**config.mk**
```make
export PLATFORM = sky130hd
export DESIGN_NAME = conv_window_feeder_flat
export DESIGN_NICKNAME = d
export VERILOG_FILES = /design/src/rtl/conv_window_feeder_if.sv /design/src/rtl/conv_window_feeder.sv /design/src/flat_wrapper.sv
export SDC_FILE = /design/constraint.sdc
export NUM_CORES = 1
export LEC_CHECK = 0
export ABC_AREA = 1
export BUFFER_PORTS_ARGS = -buffer_cell sky130_fd_sc_hd__buf_4
export CORE_ASPECT_RATIO = 1.25
export CORE_UTILIZATION = 62
export CTS_BUF_LIST = sky130_fd_sc_hd__clkbuf_4 sky130_fd_sc_hd__clkbuf_8
export CTS_CLUSTER_SIZE = 24
export DETAILED_ROUTE_END_ITERATION = 8
export HOLD_SLACK_MARGIN = 0.05
export PLACE_DENSITY_LB_ADDON = 0.05
export RECOVER_POWER = 25
export SYNTH_ARGS = -nofsm -noshare
export SYNTH_HDL_FRONTEND = slang
export SYNTH_SLANG_ARGS = --single-unit
```
**constraint.sdc**
```tcl
create_clock -name clk -period 3.45 [get_ports clk]
set_clock_uncertainty 0.1 [all_clocks]
set_input_delay 0.345 -clock clk [delete_from_list [all_inputs] [get_ports clk]]
set_output_delay 0.345 -clock clk [all_outputs]
set_load 0.02 [all_outputs]
```
**src/rtl/conv_window_feeder_if.sv**
```systemverilog
// Pixel-stream-in / window-out bundle between the feature-map reader, the
// window feeder and the arithmetic core.
interface conv_window_feeder_if;
    logic        clear;
    logic        stride;
    logic [7:0]  pix_in;
    logic        pix_en;
    logic [71:0] win_out;
    logic        win_en;
    logic        frame_done;

    modport master (
        output clear, stride, pix_in, pix_en,
        input  win_out, win_en, frame_done
    );

    modport slave (
        input  clear, stride, pix_in, pix_en,
        output win_out, win_en, frame_done
    );
endinterface

```
**src/rtl/conv_window_feeder.sv**
```systemverilog
// Turns a row-major 8-bit pixel stream into packed 3x3 windows using two line
// buffers and a two-column shift window; supports stride 1/2 and end-of-frame.
module conv_window_feeder #(
    parameter int unsigned IMG_W = 10,
    parameter int unsigned IMG_H = 10
) (
    input logic                  clk,
    input logic                  reset,
    conv_window_feeder_if.slave  bus
);
    localparam int unsigned CW = $clog2(IMG_W);
    localparam int unsigned RW = $clog2(IMG_H);

    logic [CW-1:0] r_col, w_col_nxt;
    logic [RW-1:0] r_row, w_row_nxt;
    logic          r_stride, w_stride_nxt;
    logic [23:0]   r_sh_a, w_sh_a_nxt;   // column c-2: {top, mid, bottom}
    logic [23:0]   r_sh_b, w_sh_b_nxt;   // column c-1: {top, mid, bottom}
    logic [71:0]   r_win_out, w_win_out_nxt;
    logic          r_win_en, w_win_en_nxt;
    logic          r_frame_done, w_frame_done_nxt;

    logic [7:0]    r_lb0 [IMG_W];
    logic [7:0]    r_lb1 [IMG_W];
    logic [7:0]    w_lb0_rd, w_lb1_rd;
    logic          w_acc, w_last_col, w_last_row, w_emit;
    logic [71:0]   w_window;

    assign w_lb0_rd   = r_lb0[r_col];
    assign w_lb1_rd   = r_lb1[r_col];
    assign w_acc      = bus.pix_en & ~bus.clear;
    assign w_last_col = (r_col == CW'(IMG_W - 1));
    assign w_last_row = (r_row == RW'(IMG_H - 1));

    // Stride 2 keeps windows whose top-left sits on an even offset from (2,2).
    assign w_emit = w_acc && (r_row >= RW'(2)) && (r_col >= CW'(2)) &&
                    (!r_stride || (!r_row[0] && !r_col[0]));

    assign w_window = {r_sh_a[23:16], r_sh_b[23:16], w_lb0_rd,
                       r_sh_a[15:8],  r_sh_b[15:8],  w_lb1_rd,
                       r_sh_a[7:0],   r_sh_b[7:0],   bus.pix_in};

    always_comb begin
        w_col_nxt        = r_col;
        w_row_nxt        = r_row;
        w_stride_nxt     = r_stride;
        w_sh_a_nxt       = r_sh_a;
        w_sh_b_nxt       = r_sh_b;
        w_win_out_nxt    = r_win_out;
        w_win_en_nxt     = 1'b0;
        w_frame_done_nxt = 1'b0;
        if (bus.clear) begin
            w_col_nxt     = '0;
            w_row_nxt     = '0;
            w_stride_nxt  = 1'b0;
            w_sh_a_nxt    = '0;
            w_sh_b_nxt    = '0;
            w_win_out_nxt = '0;
        end else if (w_acc) begin
            if (r_row == '0 && r_col == '0) begin
                w_stride_nxt = bus.stride;
            end
            if (w_last_col) begin
                w_col_nxt = '0;
                w_row_nxt = w_last_row ? '0 : r_row + RW'(1);
            end else begin
                w_col_nxt = r_col + CW'(1);
            end
            w_sh_a_nxt       = r_sh_b;
            w_sh_b_nxt       = {w_lb0_rd, w_lb1_rd, bus.pix_in};
            w_win_en_nxt     = w_emit;
            w_frame_done_nxt = w_last_col && w_last_row;
            if (w_emit) begin
                w_win_out_nxt = w_window;
            end
        end
    end

    always_ff @(posedge clk or negedge reset) begin
        if (!reset) begin
            r_col        <= '0;
            r_row        <= '0;
            r_stride     <= 1'b0;
            r_sh_a       <= '0;
            r_sh_b       <= '0;
            r_win_out    <= '0;
            r_win_en     <= 1'b0;
            r_frame_done <= 1'b0;
        end else begin
            r_col        <= w_col_nxt;
            r_row        <= w_row_nxt;
            r_stride     <= w_stride_nxt;
            r_sh_a       <= w_sh_a_nxt;
            r_sh_b       <= w_sh_b_nxt;
            r_win_out    <= w_win_out_nxt;
            r_win_en     <= w_win_en_nxt;
            r_frame_done <= w_frame_done_nxt;
        end
    end

    // Line buffers are plain RAM: every entry is rewritten before it is consumed.
    always_ff @(posedge clk) begin
        if (w_acc) begin
            r_lb0[r_col] <= w_lb1_rd;
            r_lb1[r_col] <= bus.pix_in;
        end
    end

    assign bus.win_out    = r_win_out;
    assign bus.win_en     = r_win_en;
    assign bus.frame_done = r_frame_done;
endmodule

```
**src/flat_wrapper.sv**
```systemverilog
// flat-port wrapper written by rule: the top's interface ports become plain ports
module conv_window_feeder_flat 
#(
    parameter int unsigned IMG_W = 10,
    parameter int unsigned IMG_H = 10
)
  (clk, reset, bus_clear, bus_stride, bus_pix_in, bus_pix_en, bus_win_out, bus_win_en, bus_frame_done);
  conv_window_feeder_if bus_i ();
  input logic clk;
  input logic reset;
  input wire logic [$bits(bus_i.clear)-1:0] bus_clear;
  input wire logic [$bits(bus_i.stride)-1:0] bus_stride;
  input wire logic [$bits(bus_i.pix_in)-1:0] bus_pix_in;
  input wire logic [$bits(bus_i.pix_en)-1:0] bus_pix_en;
  output wire logic [$bits(bus_i.win_out)-1:0] bus_win_out;
  output wire logic [$bits(bus_i.win_en)-1:0] bus_win_en;
  output wire logic [$bits(bus_i.frame_done)-1:0] bus_frame_done;
  assign bus_i.clear = bus_clear;
  assign bus_i.stride = bus_stride;
  assign bus_i.pix_in = bus_pix_in;
  assign bus_i.pix_en = bus_pix_en;
  assign bus_win_out = bus_i.win_out;
  assign bus_win_en = bus_i.win_en;
  assign bus_frame_done = bus_i.frame_done;
  conv_window_feeder #(.IMG_W(IMG_W), .IMG_H(IMG_H)) u_core (.clk(clk), .reset(reset), .bus(bus_i));
endmodule
```
==> results of run 1 <==
[final timing paths]
check | depth (start not counted) | to | slack [ns]
max | 6 | u_core.r_lb0[6][6] | 0.40
min | 4 | u_core.r_sh_a[21] | 0.15
max reg2reg | 7 | u_core.r_lb0[7][5] | 0.64
min reg2reg | 2 | u_core.bus.win_out[70] | 0.38
max in group asynchronous | 3 | u_core.bus.win_out[29] | 0.88
min in group asynchronous | 2 | u_core.bus.win_out[68] | 0.55
[power by group through the flow]
stage	logic, mW	clock network (mW)	registers, mW
2_1_floorplan	0.318	0	3.87
3_3_place_gp	0.538	0	3.88
3_5_place_dp	0.545	0	3.88
4_1_cts	0.557	2.91	3.82
5_1_grt	0.612	3.03	3.82
6_report	0.550	2.86	3.82
[final cells by class]
type / count / area share
Clock inverter: 16 / 0.00794
Inverter: 65 / 0.0182
Multi-Input combinational cell: 755 / 0.229
Sequential cell: 291 / 0.596
Timing Repair Buffer: 124 / 0.0689
Tap cell: 228 / 0.0210
Clock buffer: 64 / 0.0585
[tightest hold or removal path, delay by kind of cell]
| family | cells | cell delay (ns) |
|---|---|---|
| simple gates | 3 | 0.19 |
| buf+inv | 1 | 0.22 |
[cells in the final DEF (no fill, tap or decap), types with 2 or more instances in the layout]
cell type,synthesis,routed
nor2_2,2,2
nor3_2,0,9
dlygate4sd3_1,0,11
dfrtp_1,131,130
edfxtp_1,160,160
o21ai_1,22,22
nand4_1,3,3
clkinv_2,0,7
buf_4,4,101
clkbuf_8,0,50
inv_1,59,58
inv_2,4,5
nand3_1,38,38
o22ai_1,11,11
nor2_4,2,2
clkinv_1,1,6
clkinvlp_4,0,2
nand2_4,2,2
clkbuf_1,17,9
nor3_1,11,2
clkbuf_4,0,15
nand2_1,561,562
o21ai_0,42,42
nor2_1,55,55
[per-stage QoR]
| stage | instances | hold WS [ns] | cell area, um2 | setup WS [ns] | utilization |
|---|---|---|---|---|---|
| 5_1_grt | 1543 | 0.161 | 13600 | 0.270 | 0.743 |
| 4_1_cts | 1543 | 0.118 | 13600 | 0.664 | 0.746 |
| 3_5_place_dp | 1452 | 0.341 | 12600 | 0.693 | 0.691 |
| 3_3_place_gp | 1452 | 0.340 | 12600 | 0.740 | 0.691 |
| 2_1_floorplan | 1167 | -0.0506 | 11700 | 0.726 | - |
| 6_report | 1543 | 0.147 | 13600 | 0.396 | 0.743 |
[state kept, by name (all words and copies together), names as in the netlist]
register               cells
u_core.r_sh_a             24
u_core.r_lb0              80
u_core.bus.frame_done      1
u_core.r_row               4
u_core.r_col               4
u_core.bus.win_out        72
u_core.r_stride            1
u_core.r_sh_b             24
u_core.r_lb1              80
u_core.bus.win_en          1
[cell families (layout without fill, tap and decap cells)]
kind of cell | Yosys count | in the layout
flops | 291 | 291
buf+inv | 121 | 269
simple gates | 676 | 676
compound gates | 78 | 78
xor+xnor | 1 | 1
[timing repair]
action | CTS | global route
hold buffers | 11 | 0
endpoints found under the hold margin | 137 | 0
endpoints found under the setup margin | 0 | 0
[routing by layer]
| layer | up-vias | GRT usage | wire length [um] |
|---|---|---|---|
| met2 | 304 | 0.464 | 13300 |
| met3 | 61 | 0.0475 | 1920 |
| met5 | - | 0 | 13 |
| li1 | 3962 | - | - |
| met4 | 2 | 0.102 | 728 |
| met1 | 3969 | 0.411 | 11600 |
==> run metrics, run 1 <==
critical path capture point type=flop; total CTS buffers=43; buffer cell driving the clock tree root=clkbuf_8; cell type contributing the most total cell area after synthesis=edfxtp_1; sequence of cells on the critical path=dlygate4sd3_1, clkbuf_1, nand2_1, buf_4, nor3_2, buf_4; share of final-layout standard cells stronger than drive strength 1=0.154; area used by sequential logic in the layout=8080 um2; Gate Count Post-Synth=between 1000 and 1500; net switching power of the design=1.76 mW; slew of the pin with the lowest slew margin=1.34 ns; Setup Total Neg Slack=0 ns; combinational family with the most area after synthesis=simple AND/OR/NAND/NOR gates; combined area of all synthesized cells=~12000 um2; clock period minus final worst setup slack=about 3.1 ns; total number of vias=between 8000 and 9000; post-synthesis share of cell area spent on full adders, half adders and majority gates=0; TritonCTS sink count=291; number of gates resized after cts=0; placeable core area=about 18000 um2; most frequent cell after synthesis=nand2_1; number of pins with negative max-slew slack in the final report=0; Yosys warnings=0; TritonCTS clock tree=built; fraction of synthesis flops using an asynchronous set or reset pin=0.450; overall track demand over capacity in global routing=0.291; sequential fraction of design power=0.528; share of the cycle needed by the critical path after routing=0.885; leakage dissipation=6.33 nW; clock-pin transition on the worst setup and hold timing paths=0.07 ns; residual DRC count=0; Die Area=between 15000 and 20000 um2; Max H-tree Level=2; vias in the first global route=about 8000; antenna cell count=0; fill cell instance count of the final layout=approximately 1300; count of cell types in the netlist=29; die extent in x=~120 um; Buf+Inv Stages, Crit Path=4; FP Rows=55; Total Nets Final=1293; setup repair after global routing missed its margin=no; Slowest Stage Delay on Critical Path=0.67 ns; initial core utilization=0.640; share of the synthesized area in compound gates (AO/OA/AOI/OAI)=0.0351; Seq/Total Area, Yosys=0.693; proportion of synthesized area in mux cells=0; combinational power share=0.076; commonest register cell after synthesis=edfxtp_1; power density of the placed cells=around 530 nW/um2; Worst Path Required=between 3 and 4 ns; number of antenna violations at the first check in global routing=1; clk buf depth=3; Die H=around 160 um; total design power=7.23 mW; Post-Synth XOR/XNOR Area=0.000751; arrival time reported for the critical path endpoint=3.19 ns; buffers added on ports=86; portion of total power attributed to the clock network=0.396; achievable clock frequency=~330 MHz; DP HPWL=16.8 mm; fraction of synthesized cell area taken by the top area cell type=0.412; internal power summed over all cells=between 5 and 6 mW; clock latency on the worst-skew pair=around 0.54 ns; worst slew slack as a fraction of its limit=0.109; routability cong.=between 0.8 and 0.9; count of flip-flops with a built-in enable after synthesis=160; syn_area_per_cell=approximately 10 um2; max-cap violations=0; #FFs+latches synth=291; Multi-input gate area=slightly above 3000 um2; classification of the worst-slack hold path=in -> reg; Area Growth Syn to Fin=16.2%; result of the run=complete, no violations; Max VDD drop=approximately 0.33 mV; Final Hold Violating Endpoints=0; per-cell routed wire length=about 18 um; Synth Area in Simple Gates=0.227; number of optimization iterations in the first detailed-route pass=5; post-CTS setup buffers=0; DR iter-0 viols=between 700 and 800; global-route wire length before repair=approximately 43 mm; Mapped Nets=between 1000 and 1500; switch share=0.244; number of routed nets with antenna violations=0; final setup violation count=0; start of the worst register-to-register path=u_core.r_col[0]; cells taking the most area after synthesis=edfxtp_1, dfrtp_1, nand2_1; beginning of the worst hold path=bus_clear; type of the worst setup path=in -> reg; kind of start point of the critical path=input port; commonest cells in the netlist=nand2_1, edfxtp_1, dfrtp_1, inv_1, nor2_1; I/O Pins=87; crit path max fanout=16; CP delay by family, top=buffers and inverters; routed via count divided by cell count=approximately 5.4; pin count of the biggest net entering global routing=around 80; total global routing overflow=0; total length of routed wires=27.6 mm; start point of the critical path=bus_pix_en; Most Frequent Cell on Critical Path=buf_4; highest-delay cell along the critical path=clkbuf_1
(Power assumes the default switching activity.)
==> run 2, diff against run 1 <==
--- a/config.mk
+++ b/config.mk
@@ -8,12 +8,13 @@
 export ABC_AREA = 1
 export BUFFER_PORTS_ARGS = -buffer_cell sky130_fd_sc_hd__buf_4
 export CORE_ASPECT_RATIO = 1.25
-export CORE_UTILIZATION = 62
+export CORE_UTILIZATION = 56
 export CTS_BUF_LIST = sky130_fd_sc_hd__clkbuf_4 sky130_fd_sc_hd__clkbuf_8
 export CTS_CLUSTER_SIZE = 24
 export DETAILED_ROUTE_END_ITERATION = 8
+export GPL_ROUTABILITY_DRIVEN = 1
 export HOLD_SLACK_MARGIN = 0.05
-export PLACE_DENSITY_LB_ADDON = 0.05
+export PLACE_DENSITY = 0.78
 export RECOVER_POWER = 25
 export SYNTH_ARGS = -nofsm -noshare
 export SYNTH_HDL_FRONTEND = slang
==> constraint.sdc (replaced) <==
create_clock -name clk -period 2.55 [get_ports clk]
set_clock_uncertainty 0.1 [all_clocks]
set_input_delay 0.255 -clock clk [delete_from_list [all_inputs] [get_ports clk]]
set_output_delay 0.255 -clock clk [all_outputs]
set_load 0.02 [all_outputs]
==> run metrics, run 2 (synthesis results as in run 1) <==
clk buf depth=3 (unchanged); met1 track utilization from global routing=0.364 (was 0.411); Max H-tree Level=2 (unchanged); type of the worst setup path=reg -> reg (was in -> reg); FP Rows=58 (was 55); Setup Total Neg Slack=0 ns (unchanged); Total Nets Final=1311 (was 1293); DR iter-0 viols=717 (was 703); total design power=9.61 mW (was 7.23 mW); routing usage on met3=0.0413 (was 0.0475); buffer cell driving the clock tree root=clkbuf_8 (unchanged); leading cell type in the layout, fill and taps excluded=nand2_1 (unchanged); share of the cycle needed by the critical path after routing=0.851; share of final-layout standard cells stronger than drive strength 1=0.160 (was 0.154); leakage dissipation=6.38 nW (was 6.33 nW); residual DRC count=0 (unchanged); slew of the pin with the lowest slew margin=1.28 ns (was 1.34 ns); non-filler instance count after layout=1595 (was 1543); vias in the first global route=8545 (was 7973); worst slew slack as a fraction of its limit=0.146 (was 0.109); number of optimization iterations in the first detailed-route pass=5 (unchanged); buffers added on ports=86 (unchanged); Post-Route Hold Slack=0.0686 ns (was 0.147 ns); fill cell instance count of the final layout=1488 (was 1306); routability cong.=0.858 (was 0.845); TritonCTS clock tree=built (unchanged); GRT Max-Usage Layer=met2 (unchanged); most frequent cells in the layout=nand2_1, edfxtp_1, dfrtp_1 (unchanged); pin count of the biggest net entering global routing=59 (was 78); overall track demand over capacity in global routing=0.281 (was 0.291); placeable core area=20200 um2 (was 18200 um2); antenna cell count=0 (unchanged); number of cells in the design after placement=1512 (was 1452); kind of start point of the critical path=flop (was input port); routed via count divided by cell count=5.35 (was 5.38); post-CTS setup buffers=0 (unchanged); total CTS buffers=42 (was 43); global-route wire length before repair=44.6 mm (was 43.3 mm); total global routing overflow=0 (unchanged); critical path capture point type=flop (unchanged); Worst Path Required=2.66 ns (was 3.58 ns); Die H=163 um (was 155 um); total length of routed wires=28.1 mm (was 27.6 mm); number of routed nets with antenna violations=0 (unchanged); I/O Pins=87 (unchanged); Max VDD drop=0.470 mV (was 0.330 mV); DP HPWL=18.3 mm (was 16.8 mm); classification of the worst-slack hold path=in -> reg (unchanged); max-cap violations=0 (unchanged); achievable clock frequency=461 MHz; Worst R2R Path Depth=5 (was 7); total number of vias=8534 (was 8298); initial core utilization=0.576 (was 0.640); met2 GRT Util=0.463 (was 0.464); die extent in x=131 um (was 125 um); TritonCTS sink count=291 (unchanged); Final Hold Violating Endpoints=0 (unchanged); clock period minus final worst setup slack=~2.2 ns; per-cell routed wire length=17.6 um (was 17.9 um); number of antenna violations at the first check in global routing=0 (was 1); setup repair after global routing missed its margin=no (unchanged); clock-pin transition on the worst setup and hold timing paths=0.06 ns (was 0.07 ns); Area Growth Syn to Fin=17.4% (was 16.2%); crit path max fanout=29 (was 16); final setup violation count=0 (unchanged); result of the run=complete, no violations (unchanged); number of pins with negative max-slew slack in the final report=0 (unchanged); Die Area=21400 um2 (was 19400 um2); clock latency on the worst-skew pair=0.54 ns (about the same); arrival time reported for the critical path endpoint=2.28 ns (was 3.19 ns); power density of the placed cells=701 nW/um2 (was 533 nW/um2); number of cells on the worst hold path=4 (unchanged)
## run 2: metrics by stage
step,setup slack [ns],utilization,cell area (um2)
finish,0.379,0.676,13700
global route,0.138,0.676,13700
CTS,0.368,0.680,13800
detailed placement,0.411,0.633,12800
global placement,0.491,0.633,12800
floorplan,-0.174,-,11700
## run 2: per-layer routing
layer,routed length [um],vias to the layer above
li1,-,3995
met1,11200,4092
met2,14100,377
met3,1790,70
met4,1110,0
met5,0,-
## run 2: path summary, 6_finish.rpt
check	start	end	slack (ns)
worst max-delay path	u_core.r_col[0]	u_core.r_lb0[4][0]	0.38
worst min-delay path	bus_clear	u_core.bus.win_out[62]	0.07
worst max register to register	u_core.r_col[0]	u_core.r_lb0[4][0]	0.38
worst min register to register	u_core.bus.win_out[61]	u_core.bus.win_out[61]	0.37
max in group asynchronous	reset	u_core.bus.win_out[64]	0.49
min in group asynchronous	reset	u_core.r_sh_a[21]	0.44
## run 2: layout make-up
type                            instances  area, um2  share of cell area
Clock buffer                           58        742              0.0542
Multi-Input combinational cell        755       3110               0.227
Tap cell                              270        338              0.0247
Sequential cell                       291       8080               0.590
Inverter                               65        246              0.0180
Timing Repair Buffer                  143       1090              0.0796
Clock inverter                         13       86.3             0.00630
## run 2: power breakdown
group | switching [mW] | leakage, nW | internal, mW
clock network | 1.70 | 0.439 | 1.98
registers | 0.0476 | 3.25 | 5.11
logic | 0.566 | 2.69 | 0.202
## run 2: worst max-delay path: stages, from the launching register on
cell and delay (ns):
dfrtp_2 0.43, inv_2 0.23, buf_4 0.35, nand2_1 0.20, nor3_2 0.22, buf_4 0.29
## run 2: repair_timing
item / in CTS / in global routing
setup endpoints to repair: 0 / 0
gates resized for setup: 0 / 0
hold buffers: 12 / 0
endpoints found under the hold margin: 145 / 0
==> run 3, diff against run 2 <==
--- a/config.mk
+++ b/config.mk
@@ -16,6 +16,7 @@
 export HOLD_SLACK_MARGIN = 0.05
 export PLACE_DENSITY = 0.78
 export RECOVER_POWER = 25
+export REMOVE_ABC_BUFFERS = 1
 export SYNTH_ARGS = -nofsm -noshare
 export SYNTH_HDL_FRONTEND = slang
 export SYNTH_SLANG_ARGS = --single-unit
==> constraint.sdc (replaced) <==
create_clock -name clk -period 2.55 [get_ports clk]
set_clock_uncertainty 0.1 [all_clocks]
set_input_delay 0.255 -clock clk [delete_from_list [all_inputs] [get_ports clk]]
set_output_delay 0.255 -clock clk [all_outputs]
set_load 0.005 [all_outputs]
==> run metrics, run 3 (synthesis results as in run 1) <==
result of the run=finished, violations left (was complete, no violations); total design power=9.50 mW (was 9.61 mW); clock latency on the worst-skew pair=0.55 ns (was 0.54 ns); type of the worst setup path=reg -> reg (unchanged); per-cell routed wire length=16.9 um (was 17.6 um); Most Frequent Cell on Critical Path=nand2_1 (was buf_4); max-cap violations=1 (was 0); antenna cell count=0 (unchanged); clock-pin transition on the worst setup and hold timing paths=0.07 ns (was 0.06 ns); r2r endpoint=u_core.r_lb0[1][7] (was u_core.r_lb0[4][0]); highest-delay cell along the critical path=dfrtp_2 (unchanged); Worst R2R Path Depth=8 (was 5); vias in the first global route=8570 (was 8545); cts hold-fix bufs=13 (was 12); critical path capture point type=flop (unchanged); global-route wire length before repair=43.7 mm (was 44.6 mm); total CTS buffers=42 (unchanged); number of routed nets with antenna violations=0 (unchanged); TritonCTS sink count=291 (unchanged); die extent in x=131 um (unchanged); kind of start point of the critical path=flop (unchanged); total number of vias=8387 (was 8534); Slowest Stage Delay on Critical Path=0.44 ns (was 0.43 ns); share of final-layout standard cells stronger than drive strength 1=0.157 (was 0.160); Die Area=21400 um2 (unchanged); Buf+Inv Stages, Crit Path=2 (was 3); placeable core area=20200 um2 (unchanged); initial core utilization=0.576 (unchanged); area used by sequential logic in the layout=8080 um2 (unchanged); leakage dissipation=6.37 nW (was 6.38 nW); Multi-input gate area=3110 um2 (unchanged); Worst Path Required=2.71 ns (was 2.66 ns); start of the worst register-to-register path=u_core.r_col[0] (unchanged); crit path max fanout=23 (was 29); setup repair after global routing missed its margin=no (unchanged); total length of routed wires=26.9 mm (was 28.1 mm); TritonCTS clock tree=built (unchanged); Final Hold Violating Endpoints=0 (unchanged); Final WS setup=0.323 ns (was 0.379 ns); classification of the worst-slack hold path=reg -> reg (was in -> reg); Max H-tree Level=2 (unchanged); buffers added on ports=86 (unchanged); most frequent cells in the layout=nand2_1, edfxtp_1, dfrtp_1 (unchanged); arrival time reported for the critical path endpoint=2.39 ns (was 2.28 ns); number of gates resized after cts=0 (unchanged); leading cell type in the layout, fill and taps excluded=nand2_1 (unchanged); buffer cell driving the clock tree root=clkbuf_8 (unchanged); slew of the pin with the lowest slew margin=1.70 ns (was 1.28 ns); fill cell instance count of the final layout=1502 (was 1488); Total Nets Final=1307 (was 1311); beginning of the worst hold path=u_core.bus.win_out[62] (was bus_clear); worst slew slack as a fraction of its limit=-0.131 (was 0.146); Worst Hold End=u_core.bus.win_out[62] (unchanged); clock period minus final worst setup slack=2.23 ns (was 2.17 ns); routed via count divided by cell count=5.26 (was 5.35); overall track demand over capacity in global routing=0.267 (was 0.281); routability cong.=0.792 (was 0.858); number of optimization iterations in the first detailed-route pass=7 (was 5); residual DRC count=0 (unchanged); final setup violation count=0 (unchanged); Area Growth Syn to Fin=17.3% (was 17.4%); DP HPWL=16.7 mm (was 18.3 mm); violated checks=max-capacitance violations, max-slew violations; post-CTS setup buffers=0 (unchanged); I/O Pins=87 (unchanged); achievable clock frequency=449 MHz (was 461 MHz); register-to-register setup slack=0.32 ns (was 0.38 ns); power density of the placed cells=694 nW/um2 (was 701 nW/um2); Max VDD drop=0.457 mV (was 0.470 mV); pin count of the biggest net entering global routing=83 (was 59); total global routing overflow=0 (unchanged); number of pins with negative max-slew slack in the final report=68 (was 0); worst-case setup slack after placement=0.393 ns (was 0.411 ns); DR iter-0 viols=752 (was 717); number of antenna violations at the first check in global routing=0 (unchanged); FP Rows=58 (unchanged); number of cells on the worst hold path=2 (was 4); clk buf depth=3 (unchanged); sequence of cells on the critical path=inv_2, buf_4, nand2_1, nand2_1, nand2_1, nand2_1, nand2_1, nand3_1 (was inv_2, buf_4, nand2_1, nor3_2, buf_4); Die H=163 um (unchanged); share of the cycle needed by the critical path after routing=0.874 (was 0.851); CP delay by family, top=simple AND/OR/NAND/NOR gates (was buffers and inverters)
## run 3: changes by cell type in the layout (fill, tap and decap cells not counted), sizes merged
cell | previous run | this run
clkbuf | 70 | 72
dlygate4sd3 | 12 | 13
buf | 119 | 117
bufinv | 1 | 0
clkinvlp | 1 | 0
## run 3: where the power goes
part	internal, mW	switching, mW
Combinational	0.195	0.543
Sequential	5.11	0.0454
Clock	1.91	1.69
## run 3: metrics by stage
stage                     TNS [ns]   util  hold WS [ns]  cells  cell area, um2
after floorplan            -395.65      -        -0.141   1111           11400
after global placement           0  0.631         0.197   1507           12800
after detailed placement         0  0.631         0.194   1507           12800
after CTS                        0  0.678         0.203   1594           13700
after global routing             0  0.676         0.392   1594           13700
final                            0  0.676         0.374   1594           13700
## run 3: final cells by class
cell class                 instances  share of cell area
inverter                          65              0.0180
multi-input combinational        755               0.227
sequential                       291               0.591
timing repair buffer             139              0.0799
clock buffer                      63              0.0561
clock inverter                    11             0.00329
tap                              270              0.0247
## run 3: how the worst max path moves through the flow
stage / start / to / slack, ns / cells past startpoint
2_1_floorplan: u_core.r_col[0] / u_core.r_lb0[4][0] / -1.96 / 3
6_report: u_core.r_col[0] / u_core.r_lb0[1][7] / 0.32 / 8
4_1_cts: u_core.r_col[0] / u_core.r_lb0[1][7] / 0.35 / 8
3_5_place_dp: u_core.r_col[0] / u_core.r_lb0[5][7] / 0.39 / 8
3_3_place_gp: u_core.r_col[0] / u_core.r_lb0[5][7] / 0.44 / 8
5_1_grt: u_core.r_col[0] / u_core.bus.win_out[31] / 0.16 / 10
## run 3: metal layers
| layer | vias to the layer above | global-route usage | part of all wire |
|---|---|---|---|
| met5 | - | 0 | 0 |
| met4 | 0 | 0.100 | 0.024 |
| met3 | 49 | 0.0432 | 0.057 |
| met2 | 279 | 0.436 | 0.50 |
| met1 | 4070 | 0.362 | 0.42 |
| li1 | 3989 | - | - |
## run 3: worst min-delay path, cell delays in order, from the launching register on
cell	delay (ns)
dfrtp_1	0.34
nand2_1	0.05
nand2_1	0.05
